<file path="src/rtl/avst_rx_monitor.sv">
// Passive Avalon-ST sink/checker: tracks SOP/EOP framing, counts good packets,
// bytes and framing errors, and registers per-packet length and XOR checksum.
module avst_rx_monitor #(
  parameter int unsigned DATA_W    = 32,
  parameter int unsigned EMPTY_W   = 2,
  parameter int unsigned CNT_W     = 32,
  parameter int unsigned MAX_BEATS = 512
) (
  input  logic               clk,
  input  logic               reset_n,
  input  logic [DATA_W-1:0]  in_data,
  input  logic               in_sop,
  input  logic               in_eop,
  input  logic [EMPTY_W-1:0] in_empty,
  input  logic               in_valid,
  input  logic               clear,
  output logic               pkt_done,
  output logic [15:0]        last_len,
  output logic [DATA_W-1:0]  last_csum,
  output logic [CNT_W-1:0]   pkt_count,
  output logic [CNT_W-1:0]   byte_count,
  output logic [CNT_W-1:0]   err_count,
  output logic [2:0]         err_flags
);

  localparam int unsigned BYTES   = DATA_W / 8;
  localparam int unsigned BEAT_W  = $clog2(MAX_BEATS + 2);
  localparam int unsigned BYTES_W = $clog2(BYTES) + 1;
  localparam int unsigned LEN_W   = (BEAT_W + BYTES_W < 16) ? 16 : BEAT_W + BYTES_W;
  localparam int unsigned SUM_W   = ((CNT_W > LEN_W) ? CNT_W : LEN_W) + 1;

  typedef enum logic [1:0] {IDLE, IN_PKT, DROP} state_t;

  state_t              state_q, state_d;
  logic [BEAT_W-1:0]   beats_q, beats_d;
  logic [DATA_W-1:0]   csum_q, csum_d;
  logic                pkt_done_q, pkt_done_d;
  logic [15:0]         last_len_q, last_len_d;
  logic [DATA_W-1:0]   last_csum_q, last_csum_d;
  logic [CNT_W-1:0]    pkt_count_q, pkt_count_d;
  logic [CNT_W-1:0]    byte_count_q, byte_count_d;
  logic [CNT_W-1:0]    err_count_q, err_count_d;
  logic [2:0]          err_flags_q, err_flags_d;

  logic                done;
  logic                err_orphan, err_sop, err_long;
  logic [BEAT_W-1:0]   fin_beats, next_beats;
  logic [DATA_W-1:0]   fin_csum;
  logic [LEN_W-1:0]    len;
  logic [SUM_W-1:0]    byte_sum;
  logic [CNT_W-1:0]    pkt_base, byte_base, err_base;

  function automatic logic [CNT_W-1:0] sat_inc(input logic [CNT_W-1:0] b, input logic inc);
    return (inc && (b != '1)) ? b + CNT_W'(1) : b;
  endfunction

  // Framing FSM plus running beat count / checksum of the open packet.
  always_comb begin
    state_d    = state_q;
    beats_d    = beats_q;
    csum_d     = csum_q;
    done       = 1'b0;
    err_orphan = 1'b0;
    err_sop    = 1'b0;
    err_long   = 1'b0;
    fin_beats  = '0;
    fin_csum   = '0;
    next_beats = beats_q + BEAT_W'(1);
    if (in_valid) begin
      if (in_sop) begin
        // An SOP restarts framing from any state; only inside a packet is it an error.
        err_sop = (state_q == IN_PKT);
        if (in_eop) begin
          done      = 1'b1;
          fin_beats = BEAT_W'(1);
          fin_csum  = in_data;
          state_d   = IDLE;
        end else begin
          beats_d = BEAT_W'(1);
          csum_d  = in_data;
          state_d = IN_PKT;
        end
      end else begin
        case (state_q)
          IN_PKT: begin
            if (next_beats > BEAT_W'(MAX_BEATS)) begin
              err_long = 1'b1;
              state_d  = in_eop ? IDLE : DROP;
            end else if (in_eop) begin
              done      = 1'b1;
              fin_beats = next_beats;
              fin_csum  = csum_q ^ in_data;
              state_d   = IDLE;
            end else begin
              beats_d = next_beats;
              csum_d  = csum_q ^ in_data;
            end
          end
          IDLE: begin
            err_orphan = 1'b1;
            state_d    = in_eop ? IDLE : DROP;
          end
          default: state_d = in_eop ? IDLE : DROP;
        endcase
      end
    end
  end

  // Result and statistics registers; clear replaces the old value with this cycle's event.
  always_comb begin
    len         = LEN_W'(fin_beats) * LEN_W'(BYTES) - LEN_W'(in_empty);
    pkt_base    = clear ? '0 : pkt_count_q;
    byte_base   = clear ? '0 : byte_count_q;
    err_base    = clear ? '0 : err_count_q;
    byte_sum    = SUM_W'(byte_base) + (done ? SUM_W'(len) : '0);
    pkt_done_d  = done;
    last_len_d  = done ? len[15:0] : last_len_q;
    last_csum_d = done ? fin_csum : last_csum_q;
    pkt_count_d = sat_inc(pkt_base, done);
    err_count_d = sat_inc(err_base, err_orphan | err_sop | err_long);
    err_flags_d = (clear ? 3'b000 : err_flags_q) | {err_long, err_sop, err_orphan};
    if (byte_sum > SUM_W'({CNT_W{1'b1}})) byte_count_d = '1;
    else                                  byte_count_d = byte_sum[CNT_W-1:0];
  end

  always_ff @(posedge clk) begin
    if (!reset_n) begin
      state_q      <= IDLE;
      beats_q      <= '0;
      csum_q       <= '0;
      pkt_done_q   <= 1'b0;
      last_len_q   <= '0;
      last_csum_q  <= '0;
      pkt_count_q  <= '0;
      byte_count_q <= '0;
      err_count_q  <= '0;
      err_flags_q  <= '0;
    end else begin
      state_q      <= state_d;
      beats_q      <= beats_d;
      csum_q       <= csum_d;
      pkt_done_q   <= pkt_done_d;
      last_len_q   <= last_len_d;
      last_csum_q  <= last_csum_d;
      pkt_count_q  <= pkt_count_d;
      byte_count_q <= byte_count_d;
      err_count_q  <= err_count_d;
      err_flags_q  <= err_flags_d;
    end
  end

  assign pkt_done   = pkt_done_q;
  assign last_len   = last_len_q;
  assign last_csum  = last_csum_q;
  assign pkt_count  = pkt_count_q;
  assign byte_count = byte_count_q;
  assign err_count  = err_count_q;
  assign err_flags  = err_flags_q;

endmodule

</file>
<file path="config.mk">
export PLATFORM = sky130hd
export DESIGN_NAME = avst_rx_monitor
export DESIGN_NICKNAME = d
export VERILOG_FILES = /design/src/rtl/avst_rx_monitor.sv
export SDC_FILE = /design/constraint.sdc
export NUM_CORES = 1
export LEC_CHECK = 0
export CORE_UTILIZATION = 55
export CTS_BUF_LIST = sky130_fd_sc_hd__clkbuf_4
export DETAILED_ROUTE_END_ITERATION = 8
export PLACE_DENSITY = 0.83
export SLEW_MARGIN = 20
export SYNTH_ARGS = -nofsm -noshare
export SYNTH_HDL_FRONTEND = slang
export SYNTH_SLANG_ARGS = --single-unit
export TNS_END_PERCENT = 1
</file>
<file path="constraint.sdc">
create_clock -name clk -period 7.35 [get_ports clk]
set_input_delay 2.205 -clock clk [delete_from_list [all_inputs] [get_ports clk]]
set_output_delay 2.205 -clock clk [all_outputs]
set_load 0.01 [all_outputs]
</file>
==> out/results.tsv <==
stage	metric	value	unit
grt	initial antenna violation count	1	
logic_synthesis	post-synthesis cell area	0.0105	sq mm
timing	fmax	0.158	GHz
floorplan	die area	0.0197	sq mm
clocking	htree depth	4	
logic_synthesis	synthesis-stage register bit count	189	
setup_path	R2R cell count	18	
clocking	hold-fix buffers at CTS	0	
timing	final slew viol count	0	
clocking	CTS resizes	0	
layout	share of post-route cells with drive strength above 1	0.0479	
timing	relative slew slack	0.383	
worst_hold_path	worst hold endpoint	err_flags[2]	
logic_synthesis	cell taking the most area after synthesis	dfxtp_1	
setup_path	critical path peak fanout	16	
route	Routed WL per cell	16.2	um
pwr	Leak Pwr	4.38	nW
clocking	CTS buffer count	17	
pwr	total power draw	1.89	mW
logic_synthesis	post-synthesis sequential area ratio	0.360	
clocking	post-CTS setup buffer count	0	
logic_synthesis	Top FF cell, synth	dfxtp_1	
layout	fin nets	1510	
setup_path	flop2flop setup slack	1.55	ns
timing	post-route clock period utilization	0.860	
clocking	clk buf depth	2	
pwr	PwrDens	149	mW/mm^2
logic_synthesis	EDFF count, synth	0	
timing	Layout Skew	0.0250	ns
floorplan	io pins	188	
route	total number of vias	10100	
setup_path	Largest stage delay, worst path	0.64	ns
setup_path	FF-to-FF End	byte_count[29]	
placement	GP Congestion	0.924	
setup_path	Critical Path RT	7.82	ns
timing	setup violators final	0	
placement	Place WS	0.699	ns
grt	vias in the first global route	9214	
logic_synthesis	leading post-synthesis cells by cell area	dfxtp_1, xnor2_1, nor2_1, nor2b_1, nand4_1	
setup_path	critical path capture point type	flop	
route	DRT Wirelength	27.5	mm
clocking	clock root buffer	clkbuf_4	
grt	first-pass GRT wire length	45.3	mm
logic_synthesis	syn_nets	1381	
floorplan	row cnt	50	
clocking	Worst-Skew Late Latency	0.58	ns
timing	minimum clock period	6.32	ns
route	1st-iter DRT viols	570	
setup_path	Arr. time, crit path	6.79	ns
setup_path	worst path cell trace	clkdlybuf4s50_1 > and2_1 > o21ai_0 > a21o_1 > nor3_1 > ha_1 > a2111oi_0 > o21ai_0 > a32oi_1 > nor3_1 > o211ai_1 > nor2_1 > xnor2_1 > o21a_1	
run_status	outcome	complete, no violations	
clocking	clk slew on worst S/H paths	0.13	ns
clocking	CTS tree	yes	
logic_synthesis	Distinct cells, synth	68	
setup_path	Top Family by Delay on Critical Path	compound AO/OA/AOI/OAI gates	
floorplan	DIE WIDTH	140	um
clocking	clock sink count	189	
route	DRC violation count after routing	0	
route	Final ANT Viol Nets	0	
setup_path	worst r2r src	beats_q[0]	
route	vias per cell	5.96	
worst_hold_path	Hold WC Path Type	reg -> reg	
setup_path	Crit-path slowest cell	clkdlybuf4s50_1	
grt	total track usage	0.280	
placement	number of I/O port buffers	187	
route	drt pass-1 iters	7	
floorplan	Initial Util	0.562	
worst_hold_path	HP Start	err_flags[2]	
logic_synthesis	syn_area_per_cell	7.96	sq um
placement	Final HPWL DP	18.9	mm
placement	placed insts	1664	
logic_synthesis	Syn Inst Count	1320	
grt	largest net degree at the start of global routing	120	
setup_path	WP buf/inv	1	
timing	final worst slack	1.03	ns
run	Max Cap Viol	0	
layout	number of fillers in the final layout	1555	
worst_hold_path	hold-critical path depth	2	
setup_path	CP Launch Type	input port	
layout	area delta synth->final	20.8	%
timing	TNS Setup	0	ns
logic_synthesis	ys async rst share	0	
logic_synthesis	Yosys warning count	0	
timing	slew of the pin with the lowest slew margin	0.926	ns
floorplan	Core ar.	0.0187	sq mm
logic_synthesis	Yosys top cell area share	0.360	
layout	Layout Cells excl Fill	1697	
floorplan	Die H	140	um
timing	RSZ-0062 raised after global routing	false	
timing	Final Hold Fails	0	
grt	total congestion overflow	0	
setup_path	crit path kind	in -> reg	
pwr	Max IR drop VDD	97.7	uV
## cell usage after synthesis (all sizes together) (36+ instances only)
library cell and number:
nand2 77, a21oi 54, clkbuf 70, dfxtp 189
nor2b 66, o21ai 41, xnor2 90, o211ai 36
nor3 36, a211oi 41, nor2 207, nand4 58
nand3 67
## state kept, by name (all words and copies together) (netlist names)
register    flops
byte_count     32
csum_q         32
err_count      32
last_csum      32
pkt_count      32
last_len       13
beats_q        10
err_flags       3
state_q         2
pkt_done        1
## area by class of cell
| type | instances | area, sq um | area share |
|---|---|---|---|
| Tap cell | 234 | 293 | 0.0231 |
| Clock buffer | 19 | 143 | 0.0112 |
| Clock inverter | 13 | 138 | 0.0108 |
| Sequential cell | 189 | 3780 | 0.298 |
| Timing Repair Buffer | 197 | 1950 | 0.154 |
| Inverter | 28 | 106 | 0.00838 |
| Antenna cell | 1 | 2.50 | 0.000197 |
| Multi-Input combinational cell | 1016 | 6280 | 0.494 |
## cell usage in the layout (no fill, tap or decap), drive strengths merged, types with 7 or more instances in the layout
cell           synthesis  final
a22oi                  9      9
nand2                 77     77
dfxtp                189    189
nor2                 207    207
a21o                   9      9
or3                   12     12
nor3                  36     36
and3                  12     12
buf                   17     13
nand3                 67     67
xor2                  26     26
a21oi                 54     54
xnor2                 90     90
clkdlybuf4s50          0    184
nand2b                 7      7
nor4                  26     26
a211oi                41     41
inv                   28     31
nand4                 58     58
nor2b                 66     66
ha                    20     20
nand4b                33     33
o21ai                 41     41
o211ai                36     36
o21a                  11     11
clkbuf                70     19
## metrics by stage
step / utilization / hold WS (ns) / instance area [sq um]
finish: 0.679 / 0.475 / 12700
global route: 0.679 / 0.494 / 12700
CTS: 0.678 / 0.479 / 12700
detailed placement: 0.663 / 0.460 / 12400
global placement: 0.663 / 0.454 / 12400
floorplan: - / 0.464 / 10500
## worst max-delay path by stage
stage	cells past startpoint	from	to	slack, ns
4_1_cts	14	in_valid	byte_count[29]	1.14
3_5_place_dp	17	in_valid	byte_count[20]	0.70
5_1_grt	14	in_valid	byte_count[29]	0.81
2_1_floorplan	17	in_valid	byte_count[29]	1.51
6_report	14	in_valid	byte_count[29]	1.03
3_3_place_gp	14	in_empty[0]	byte_count[18]	0.83
## cells by family after synthesis
group / Yosys count / share of synthesized area
AND/OR/NAND/NOR: 634 / 0.315
flip-flops: 189 / 0.360
XOR/XNOR: 116 / 0.0967
AO/OA/AOI/OAI: 242 / 0.155
multiplexers: 3 / 0.00298
buffers and inverters: 115 / 0.0446
adder cells (fa/ha/maj): 21 / 0.0257
## routing by layer
layer / part of all wire / track usage / up-vias
met5: 0 / 0 / -
met4: 0.020 / 0.0931 / 0
met3: 0.071 / 0.0605 / 42
met2: 0.47 / 0.458 / 345
met1: 0.44 / 0.368 / 4741
li1: - / - / 4984
## power by group
group          internal (mW)  switching, mW
logic                  0.102          0.136
clock network          0.211          0.368
registers               1.05         0.0199
total                   1.37          0.523
## worst register-to-register path: stages, from the launching register on
cell and delay (ns):
dfxtp_1 0.60, ha_1 0.43, and4_4 0.29, and3_1 0.15, o211a_1 0.24, o211ai_4 0.16, a221oi_1 0.58, nand4b_1 0.18
a21oi_1 0.12, nor3_1 0.27, ha_1 0.35, a2111oi_0 0.61, o21ai_0 0.32, a32oi_1 0.42, nor3_1 0.15, o211ai_1 0.43
nor2_1 0.11, xnor2_1 0.15, o21a_1 0.16
(Power assumes the default switching activity.)
